--- config.mk ---
export PLATFORM = sky130hd
export DESIGN_NAME = dsp_mac_pipe
export DESIGN_NICKNAME = d
export VERILOG_FILES = /design/src/rtl/dsp_pkg.sv /design/src/rtl/dsp_round_sat.sv /design/src/rtl/dsp_mac_pipe.sv
export SDC_FILE = /design/constraint.sdc
export NUM_CORES = 2
export LEC_CHECK = 0
export CELL_PAD_IN_SITES_DETAIL_PLACEMENT = 0
export CELL_PAD_IN_SITES_GLOBAL_PLACEMENT = 2
export CORE_MARGIN = 3
export CORE_UTILIZATION = 44
export CTS_CLUSTER_DIAMETER = 150
export DETAILED_ROUTE_END_ITERATION = 7
export PLACE_DENSITY_LB_ADDON = 0.1
export SLEW_MARGIN = 5
export SYNTH_ARGS = -nofsm -noshare
export SYNTH_HDL_FRONTEND = slang
export SYNTH_SLANG_ARGS = --single-unit
--- constraint.sdc ---
create_clock -name CLK -period 12.1 [get_ports CLK]
set_input_delay 2.42 -clock CLK [delete_from_list [all_inputs] [get_ports CLK]]
set_output_delay 2.42 -clock CLK [all_outputs]
set_load 0.05 [all_outputs]
--- src/rtl/dsp_pkg.sv ---
// Shared types and saturation helpers for the DSP multiply-accumulate slice.
package dsp_pkg;

  typedef enum logic [1:0] {
    MODE_MUL    = 2'd0,
    MODE_MAC    = 2'd1,
    MODE_PREADD = 2'd2,
    MODE_PRESUB = 2'd3
  } mode_e;

  typedef enum logic {
    IDLE = 1'b0,
    OPEN = 1'b1
  } frame_state_e;

  // Widest signed quantity the saturation helpers can describe.
  localparam int SAT_W = 128;

  // Largest signed value representable in w bits, sign-extended to SAT_W.
  function automatic logic signed [SAT_W-1:0] sat_max(input int w);
    logic signed [SAT_W-1:0] one;
    one = SAT_W'(1);
    return (one <<< (w - 1)) - one;
  endfunction

  // Smallest signed value representable in w bits, sign-extended to SAT_W.
  function automatic logic signed [SAT_W-1:0] sat_min(input int w);
    logic signed [SAT_W-1:0] one;
    one = SAT_W'(1);
    return -(one <<< (w - 1));
  endfunction

endpackage

--- src/rtl/dsp_round_sat.sv ---
// Combinational round-half-up, arithmetic right shift and clamp to OUT_W.
// The clamp flag reports saturation in either the rounding add or the clamp.
module dsp_round_sat
  import dsp_pkg::*;
#(
  parameter int IN_W  = 48,
  parameter int OUT_W = 32,
  parameter int SHIFT = 0
) (
  input  logic signed [IN_W-1:0]  din,
  output logic signed [OUT_W-1:0] dout,
  output logic                    clamp
);

  logic signed [IN_W-1:0] shifted;
  logic                   rnd_sat;
  logic                   out_sat;

  generate
    if (SHIFT > 0) begin : g_round
      localparam logic signed [IN_W-1:0] IN_MAX = IN_W'(sat_max(IN_W));
      logic signed [IN_W:0]   half;
      logic signed [IN_W:0]   sum;
      logic signed [IN_W-1:0] pre;

      // Add half an output LSB one bit wider, so a carry into the sign is seen.
      always_comb begin
        // NOTE: every combinational output gets a default first, so no path leaves it unassigned and no latch is inferred.
        half            = '0;
        half[SHIFT-1]   = 1'b1;
        sum             = {din[IN_W-1], din} + half;
        // Only a positive operand can overflow when adding a positive constant.
        rnd_sat         = (sum[IN_W] != sum[IN_W-1]);
        pre             = rnd_sat ? IN_MAX : sum[IN_W-1:0];
        shifted         = pre >>> SHIFT;
      end
    end else begin : g_no_round
      assign rnd_sat = 1'b0;
      assign shifted = din;
    end

    if (OUT_W < IN_W) begin : g_clamp
      localparam logic signed [IN_W-1:0] O_MAX = IN_W'(sat_max(OUT_W));
      localparam logic signed [IN_W-1:0] O_MIN = IN_W'(sat_min(OUT_W));

      // Clamp the shifted value into the signed OUT_W range.
      always_comb begin
        out_sat = 1'b1;
        if (shifted > O_MAX)      dout = O_MAX[OUT_W-1:0];
        else if (shifted < O_MIN) dout = O_MIN[OUT_W-1:0];
        else begin
          dout    = shifted[OUT_W-1:0];
          out_sat = 1'b0;
        end
      end
    end else begin : g_widen
      assign dout    = OUT_W'(shifted);
      assign out_sat = 1'b0;
    end
  endgenerate

  assign clamp = rnd_sat | out_sat;

endmodule

--- src/rtl/dsp_mac_pipe.sv ---
// Pipelined signed multiply-accumulate with optional pre-adder. Beats are
// framed by IN_LAST; each frame yields one rounded, saturated result.
// Pipeline: S1 input regs, S2 pre-add reg, optional product reg, S3 acc, S4 out.
module dsp_mac_pipe
  import dsp_pkg::*;
#(
  parameter int A_W   = 18,
  parameter int B_W   = 18,
  parameter int ACC_W = 48,
  parameter int OUT_W = 32,
  parameter int SHIFT = 0,
  parameter int MREG  = 1,
  parameter int CNT_W = 16
) (
  input  logic                    CLK,
  input  logic                    RST,
  input  logic                    CE,
  input  logic                    IN_VALID,
  input  logic                    IN_LAST,
  input  logic [1:0]              MODE,
  input  logic signed [A_W-1:0]   A,
  input  logic signed [B_W-1:0]   B,
  input  logic signed [B_W-1:0]   D,
  output logic                    OUT_VALID,
  output logic signed [OUT_W-1:0] OUT_P,
  output logic                    OUT_OVF,
  output logic [CNT_W-1:0]        OUT_CNT,
  output logic                    BUSY
);

  localparam int PRE_W  = B_W + 1;
  localparam int PROD_W = A_W + B_W + 1;
  localparam logic signed [ACC_W-1:0] ACC_MAX = ACC_W'(sat_max(ACC_W));
  localparam logic signed [ACC_W-1:0] ACC_MIN = ACC_W'(sat_min(ACC_W));

  // ---------------- frame tracking at the input ----------------
  frame_state_e state;
  mode_e        frame_mode;
  logic         first_beat;
  mode_e        eff_mode;
  logic         eff_last;

  // A beat in IDLE opens a frame and supplies its mode; a MUL beat is a whole frame.
  always_comb begin
    first_beat = (state == IDLE);
    eff_mode   = first_beat ? mode_e'(MODE) : frame_mode;
    eff_last   = IN_LAST || (eff_mode == MODE_MUL);
  end

  // Two-state frame FSM with registered BUSY; bubbles leave it untouched.
  always_ff @(posedge CLK) begin
    if (RST) begin
      // NOTE: sequential state uses non-blocking assignment so every register samples pre-edge values.
      state      <= IDLE;
      frame_mode <= MODE_MUL;
      BUSY       <= 1'b0;
    end else if (CE && IN_VALID) begin
      if (first_beat) frame_mode <= mode_e'(MODE);
      if (eff_last) begin
        state <= IDLE;
        BUSY  <= 1'b0;
      end else begin
        state <= OPEN;
        BUSY  <= 1'b1;
      end
    end
  end

  // ---------------- S1: input registers ----------------
  logic                  vld1, first1, last1;
  mode_e                 mode1;
  logic signed [A_W-1:0] a1;
  logic signed [B_W-1:0] b1, d1;

  // S1 control: beat qualifiers, cleared by reset so in-flight beats are dropped.
  always_ff @(posedge CLK) begin
    if (RST) begin
      vld1   <= 1'b0;
      first1 <= 1'b0;
      last1  <= 1'b0;
    end else if (CE) begin
      vld1   <= IN_VALID;
      first1 <= first_beat;
      last1  <= eff_last;
    end
  end

  // S1 data: operands and the frame's effective mode.
  always_ff @(posedge CLK) begin
    // NOTE: datapath registers carry no reset; they are only consumed when their valid is set.
    if (CE) begin
      mode1 <= eff_mode;
      a1    <= A;
      b1    <= B;
      d1    <= D;
    end
  end

  // ---------------- S2: pre-adder ----------------
  logic signed [PRE_W-1:0] pre, pre2;
  logic signed [A_W-1:0]   a2;
  logic                    vld2, first2, last2;

  // Pre-add at B_W+1 bits so D+B and D-B never wrap.
  always_comb begin
    case (mode1)
      MODE_PREADD: pre = PRE_W'(d1) + PRE_W'(b1);
      MODE_PRESUB: pre = PRE_W'(d1) - PRE_W'(b1);
      default:     pre = PRE_W'(b1);
    endcase
  end

  // S2 control qualifiers.
  always_ff @(posedge CLK) begin
    if (RST) begin
      vld2   <= 1'b0;
      first2 <= 1'b0;
      last2  <= 1'b0;
    end else if (CE) begin
      vld2   <= vld1;
      first2 <= first1;
      last2  <= last1;
    end
  end

  // S2 data: pre-add result and the multiplicand travelling alongside it.
  always_ff @(posedge CLK) begin
    if (CE) begin
      pre2 <= pre;
      a2   <= a1;
    end
  end

  // ---------------- multiplier (optionally registered) ----------------
  logic signed [PROD_W-1:0] prod, prod_m;
  logic                     vld_m, first_m, last_m;

  assign prod = PROD_W'(a2) * PROD_W'(pre2);

  generate
    if (MREG != 0) begin : g_mreg
      // Product register stage: control qualifiers.
      always_ff @(posedge CLK) begin
        if (RST) begin
          vld_m   <= 1'b0;
          first_m <= 1'b0;
          last_m  <= 1'b0;
        end else if (CE) begin
          vld_m   <= vld2;
          first_m <= first2;
          last_m  <= last2;
        end
      end

      // Product register stage: data.
      always_ff @(posedge CLK) begin
        if (CE) prod_m <= prod;
      end
    end else begin : g_no_mreg
      assign vld_m   = vld2;
      assign first_m = first2;
      assign last_m  = last2;
      assign prod_m  = prod;
    end
  endgenerate

  // ---------------- S3: saturating accumulator ----------------
  logic signed [ACC_W-1:0] acc, acc_next, prod_x;
  logic signed [ACC_W:0]   sum;
  logic                    acc_ovf, sticky, fin3;
  logic [CNT_W-1:0]        cnt, cnt_next;

  // One extra bit exposes signed overflow; clamp toward the addend's sign.
  always_comb begin
    prod_x   = ACC_W'(prod_m);
    sum      = {acc[ACC_W-1], acc} + {prod_x[ACC_W-1], prod_x};
    acc_ovf  = (sum[ACC_W] != sum[ACC_W-1]);
    acc_next = acc_ovf ? (prod_x[ACC_W-1] ? ACC_MIN : ACC_MAX) : sum[ACC_W-1:0];
    cnt_next = (&cnt) ? cnt : cnt + 1'b1;
  end

  // Accumulate each valid beat; the first beat of a frame restarts acc, count and sticky.
  always_ff @(posedge CLK) begin
    if (RST) begin
      acc    <= '0;
      sticky <= 1'b0;
      cnt    <= '0;
      fin3   <= 1'b0;
    end else if (CE) begin
      fin3 <= vld_m && last_m;
      if (vld_m) begin
        if (first_m) begin
          acc    <= prod_x;
          sticky <= 1'b0;
          cnt    <= CNT_W'(1);
        end else begin
          acc    <= acc_next;
          sticky <= sticky | acc_ovf;
          cnt    <= cnt_next;
        end
      end
    end
  end

  // ---------------- S4: round / saturate output ----------------
  logic signed [OUT_W-1:0] rs_out;
  logic                    rs_clamp;

  dsp_round_sat #(
    .IN_W  (ACC_W),
    .OUT_W (OUT_W),
    .SHIFT (SHIFT)
  ) u_round_sat (
    .din   (acc),
    .dout  (rs_out),
    .clamp (rs_clamp)
  );

  // Capture the finished frame's result; the result holds until the next one.
  always_ff @(posedge CLK) begin
    if (RST) begin
      OUT_VALID <= 1'b0;
      OUT_P     <= '0;
      OUT_OVF   <= 1'b0;
      OUT_CNT   <= '0;
    end else if (CE) begin
      OUT_VALID <= fin3;
      if (fin3) begin
        OUT_P   <= rs_out;
        OUT_OVF <= sticky | rs_clamp;
        OUT_CNT <= cnt;
      end
    end
  end

endmodule

# Yosys cells after proc, flatten, opt, wreduce, memory -nomap -nowiden

Index checks and enable logic that the tools add are counted.
W data, S select, Z words.

Register bits after elaboration: 258
Input bits: 61
Logic and storage cells: 61

$add $sub $neg: 4
Multiply operators: 1
Magnitude comparators: 2
Equality and inequality tests: 4
Multiplexer cells: 13
Bitwise gates (word level): 3
Reduce and logical (&&, ||, !) cells: 8

Operators with widths:

| operator                | count |
|---|---|
| $mux W48                | 3 |
| $mux W32                | 2 |
| $add A48 B37 Y49        | 1 |
| $gt A48 B32 Y1 const B  | 1 |
| $lt A48 B32 Y1 const B  | 1 |
| $pmux W19 S2            | 1 |
| $mul A18 B19 Y37        | 1 |
| $mux W16                | 2 |
| $add A18 B18 Y19        | 1 |
| $sub A18 B18 Y19        | 1 |
| $add A16 B1 Y16 const B | 1 |
| $reduce_and A16 Y1      | 1 |
| $eq A2 B2 Y1 const B    | 2 |
| $mux W1                 | 4 |
| $reduce_and A2 Y1       | 2 |
| $reduce_and A3 Y1       | 1 |
| $logic_and A1 B1 Y1     | 2 |
| $logic_not A2 Y1        | 1 |
| $mux W2                 | 1 |
| $ne A2 B2 Y1 const B    | 1 |
| $or A1 B1 Y1            | 2 |
| $logic_or A1 B1 Y1      | 1 |
| $ne A1 B1 Y1            | 1 |
| $not A1 Y1              | 1 |

# Depth between registers and ports, before layout

Depth in word-level cells: 4
Mapped depth: 27
Depth with buffers taken out: 25

# Modules after synthesis

Synthesis repeated with hierarchy kept, for this count alone.

Cells, all modules: 2727
Area total of the unflattened synthesis: 25934.9 um2

Modules (own cells, without submodules):

| module        | instances | cells each | area each (um2) | sequential area each (um2) |
|---|---|---|---|---|
| dsp_mac_pipe  | 1         | 2678       | 25553.3         | 6466.2 |
| dsp_round_sat | 1         | 49         | 381.6           | 0.0 |

# Worst setup path after synthesis

Ideal clock, no wire load.

Kind: reg2reg
From: register a2[17]
To: register prod_m[35], data pin
Library setup time: 0.258 ns
Arrival time: 6.173 ns
Data required time: 11.842 ns
Setup slack: 5.670 ns
Stages on the path, launching flop included: 23
Buffers on the path: 1
Cells stage by stage: edfxtp_1 inv_1 buf_1 nor2_1 fa_1 fa_1 fa_1 fa_1 fa_1 inv_1 fa_1 inv_1 ha_1 a21o_1 a21o_1 a21oi_1 a21boi_0 a21oi_1 a2111o_1 a31oi_1 o21bai_1 a21oi_1 xnor2_1

Word-level cells in the longest chain between the ends: 1

Ends and longest elaborated chain:

| what                     | RTL line            | RTL |
|---|---|---|
| start: declaration       | dsp_mac_pipe.sv:101 | `logic signed [A_W-1:0] a2;` |
| start signal: assignment | dsp_mac_pipe.sv:130 | `a2 <= a1;` |
| $mul A18 B19 Y37         | dsp_mac_pipe.sv:138 | `assign prod = PROD_W'(a2) * PROD_W'(pre2);` |
| net prod[35]             | dsp_mac_pipe.sv:135 | `logic signed [PROD_W-1:0] prod, prod_m;` |
| end signal: assignment   | dsp_mac_pipe.sv:157 | `if (CE) prod_m <= prod;` |
| end: declaration         | dsp_mac_pipe.sv:135 |  |

The timed path passes the listed nets, and every way through them passes these cells.
A chain may end at the register's enable or synchronous reset.

# Final worst setup path

From: register a2[17]
To: register prod_m[36], data pin

The elaborated chain is that of the path after synthesis.

==> impl_metrics.py <==
metrics = {
    "drt": {
        "drc": 0,
        "vias": 18862,
        "highest-signal-layer": "met4",
        "drt_wl_total_mm": 64.1,
        "ant_nets": 0,
        "drt_iter0_markers": 872,
        "dr.pass1.iters": 5,
        "wl_met1_mm": 30.5,
        "wl_met2_mm": 29.7,
        "wl_met3_mm": 2.70,
        "routedWlPerCell_um": 17.8,
        "vias_per_cell": 5.24,
    },
    "grt": {
        "antenna_found_initial": 0,
        "grt_pass1_vias": 19742,
        "grt_max_degree": 67,
        "grt_usage": 0.208,
        "grt_pass1_wl_mm": 106,
        "grt-ovfl-total": 0,
    },
    "timing": {
        "fin_skew_ps": 16.9,
        "drv_slew": 0,
        "rsz0062_at_grt": "false",
        "worst_slew_pin_slew_ps": 1120,
        "setup-violations-final": 0,
        "hold_violations": 0,
        "min_period_ps": 7020,
        "fin_setup_tns_ps": 0,
        "slew_headroom": 0.254,
        "hold_slack_ps": 416,
        "fin_crit_sh": 0.580,
        "max_clock_freq_mhz": 142,
    },
    "cells_and_area": {
        "drive_above_1_share": 0.0318,
        "fin_cells": 3599,
        "syn2layout_area_growth_pct": 10.2,
        "diodes": 0,
        "nNetsFinal": 3380,
    },
    "logic_synthesis": {
        "syn-num-nets": 3336,
        "yosysSeqAreaShare": 0.248,
        "yosysTopAreaCellShare": 0.267,
        "syn_avg_cell_area_um2": 9.42,
        "synthArstFlopShare": 0,
        "synth-seq-cells": 258,
        "synth_edf_count": 130,
        "synth_ff_type": "edfxtp_1",
        "netlist_area_um2": 26100,
        "synthCells": 2765,
        "ys_types": 75,
        "netlist_top_cells_area": "fa_1 27%, edfxtp_1 15%, dfxtp_1 9.8%",
        "yosys_warnings": 0,
        "yosysTopAreaCell": "fa_1",
    },
    "setup_path": {
        "critical_path_required_ps": 12430,
        "criticalPathCategory": "flip-flop to flip-flop",
        "startpoint_type": "flip-flop",
        "cp_max_fo": 16,
        "reg2regPathDepth": 21,
        "crit_arrival_ps": 7360,
        "crit_path_end_kind": "flip-flop",
    },
    "placed_design": {
        "io_buffers": 111,
        "dp.cells": 3541,
        "place_congestion": 0.880,
        "hpwl_mm": 50.4,
    },
    "floorplanning": {
        "rows": 88,
        "core_um2": 58100,
        "die_y_um": 249,
        "dieWidth_um": 249,
        "ioPinCount": 112,
        "die-area_um2": 62200,
        "initial_core_util": 0.448,
    },
    "clock_network": {
        "clkTransAtPathRegs_ps": 60,
        "insertion_delay_ps": 600,
        "cts-buffers-inserted": 31,
        "htreeDepth": 1,
        "cts_tree": "yes",
        "hold_buffers": 0,
        "clockRootBuffer": "clkbuf_16",
        "clockBufferDepth": 3,
        "cts_setup_buffers": 0,
        "cts_sinks": 258,
        "cts_resized": 0,
    },
    "hold_path": {
        "min_path_type": "flip-flop to flip-flop",
        "hold_depth": 0,
    },
    "flow_run": {
        "drv_cap": 0,
    },
    "run_status": {
        "status": "complete, no violations",
    },
}
[cell families (layout without fill, tap and decap cells)]
kind of cell / count (synthesis) / in the layout / synth area share
buffers and inverters: 572 / 641 / 0.0844
AND/OR/NAND/NOR: 834 / 834 / 0.157
AO/OA/AOI/OAI: 445 / 445 / 0.115
XOR/XNOR: 120 / 120 / 0.0403
flip-flops: 258 / 258 / 0.248
adder cells (fa/ha/maj): 510 / 510 / 0.345
multiplexers: 26 / 26 / 0.0107
[worst max-delay path: stages (launching register included)]
cell,delay [ps]
edfxtp_1,460
inv_1,520
nor2_1,140
fa_1,540
fa_1,520
fa_1,510
fa_1,540
fa_1,550
inv_1,50
fa_1,520
inv_1,40
ha_1,380
a21o_1,190
a21o_1,160
a21oi_1,130
inv_1,70
a211oi_1,570
o21a_1,220
o31a_1,200
o2111ai_1,140
a21oi_1,190
xor2_1,80
[cell usage after synthesis (39+ instances only)]
library cell,count
fa_1,347
inv_1,460
nand2_1,271
ha_1,163
and2_1,179
nand2b_1,40
nor3_1,56
o21ai_0,63
clkbuf_1,88
xnor2_1,81
a21o_1,48
a21oi_1,154
nor2_1,158
xor2_1,39
dfxtp_1,128
edfxtp_1,130
[layer usage]
layer,vias up,global-route usage
met5,-,0
met4,0,0.0388
met3,64,0.0270
met2,378,0.345
met1,9356,0.296
li1,9064,-
[per-stage QoR]
stage	worst slack (ps)	instance area (um2)	util
final	5080	28700	0.494
after global routing	4700	28700	0.494
after CTS	5060	28700	0.494
after detailed placement	5060	27800	0.477
after global placement	5100	27800	0.477
after floorplan	5670	26100	-
[cell type report]
type / instances / area [um2]
multi-input combinational: 1935 / 17400
tap: 765 / 957
timing repair buffer: 121 / 1180
fill: 5545 / 29400
clock inverter: 15 / 121
clock buffer: 43 / 831
sequential: 258 / 6470
inverter: 462 / 1730
[sequential cells by signal, summed over array words and instances, names as in the netlist, 18 cells and up]
register  flops
OUT_P        32
a1           18
a2           18
acc          48
b1           18
d1           18
pre2         19
prod_m       37
[cell usage in the layout, fill, tap and decap left out, drive strengths merged, types with 13 or more instances in the layout]
cell type and count:
o21bai 13, dfxtp 128, a21o 48, a21oi 154
fa 347, and2 179, nand3 18, inv 463
o21a 19, or3 22, ha 163, a211oi 14
xnor2 81, and3 23, nor3 56, a32o 21
o21ai 65, mux2 14, a2bb2oi 15, nand2b 40
nor2 158, clkbuf 43, nand4 20, xor2 39
edfxtp 130, nand2 271, clkdlybuf4s50 109, nor2b 17
a22o 15
[final timing paths]
kind                                    to    from  slack (ps)
worst max-delay path            prod_m[36]  a2[17]        5080
worst min-delay path                 a2[8]   a1[8]         420
worst max register to register  prod_m[36]  a2[17]        5080
worst min register to register       a2[8]   a1[8]         420
Power is left out: the tool's default activity adds up to more than one toggle a clock period on the data nets, which glitch-free logic cannot reach.
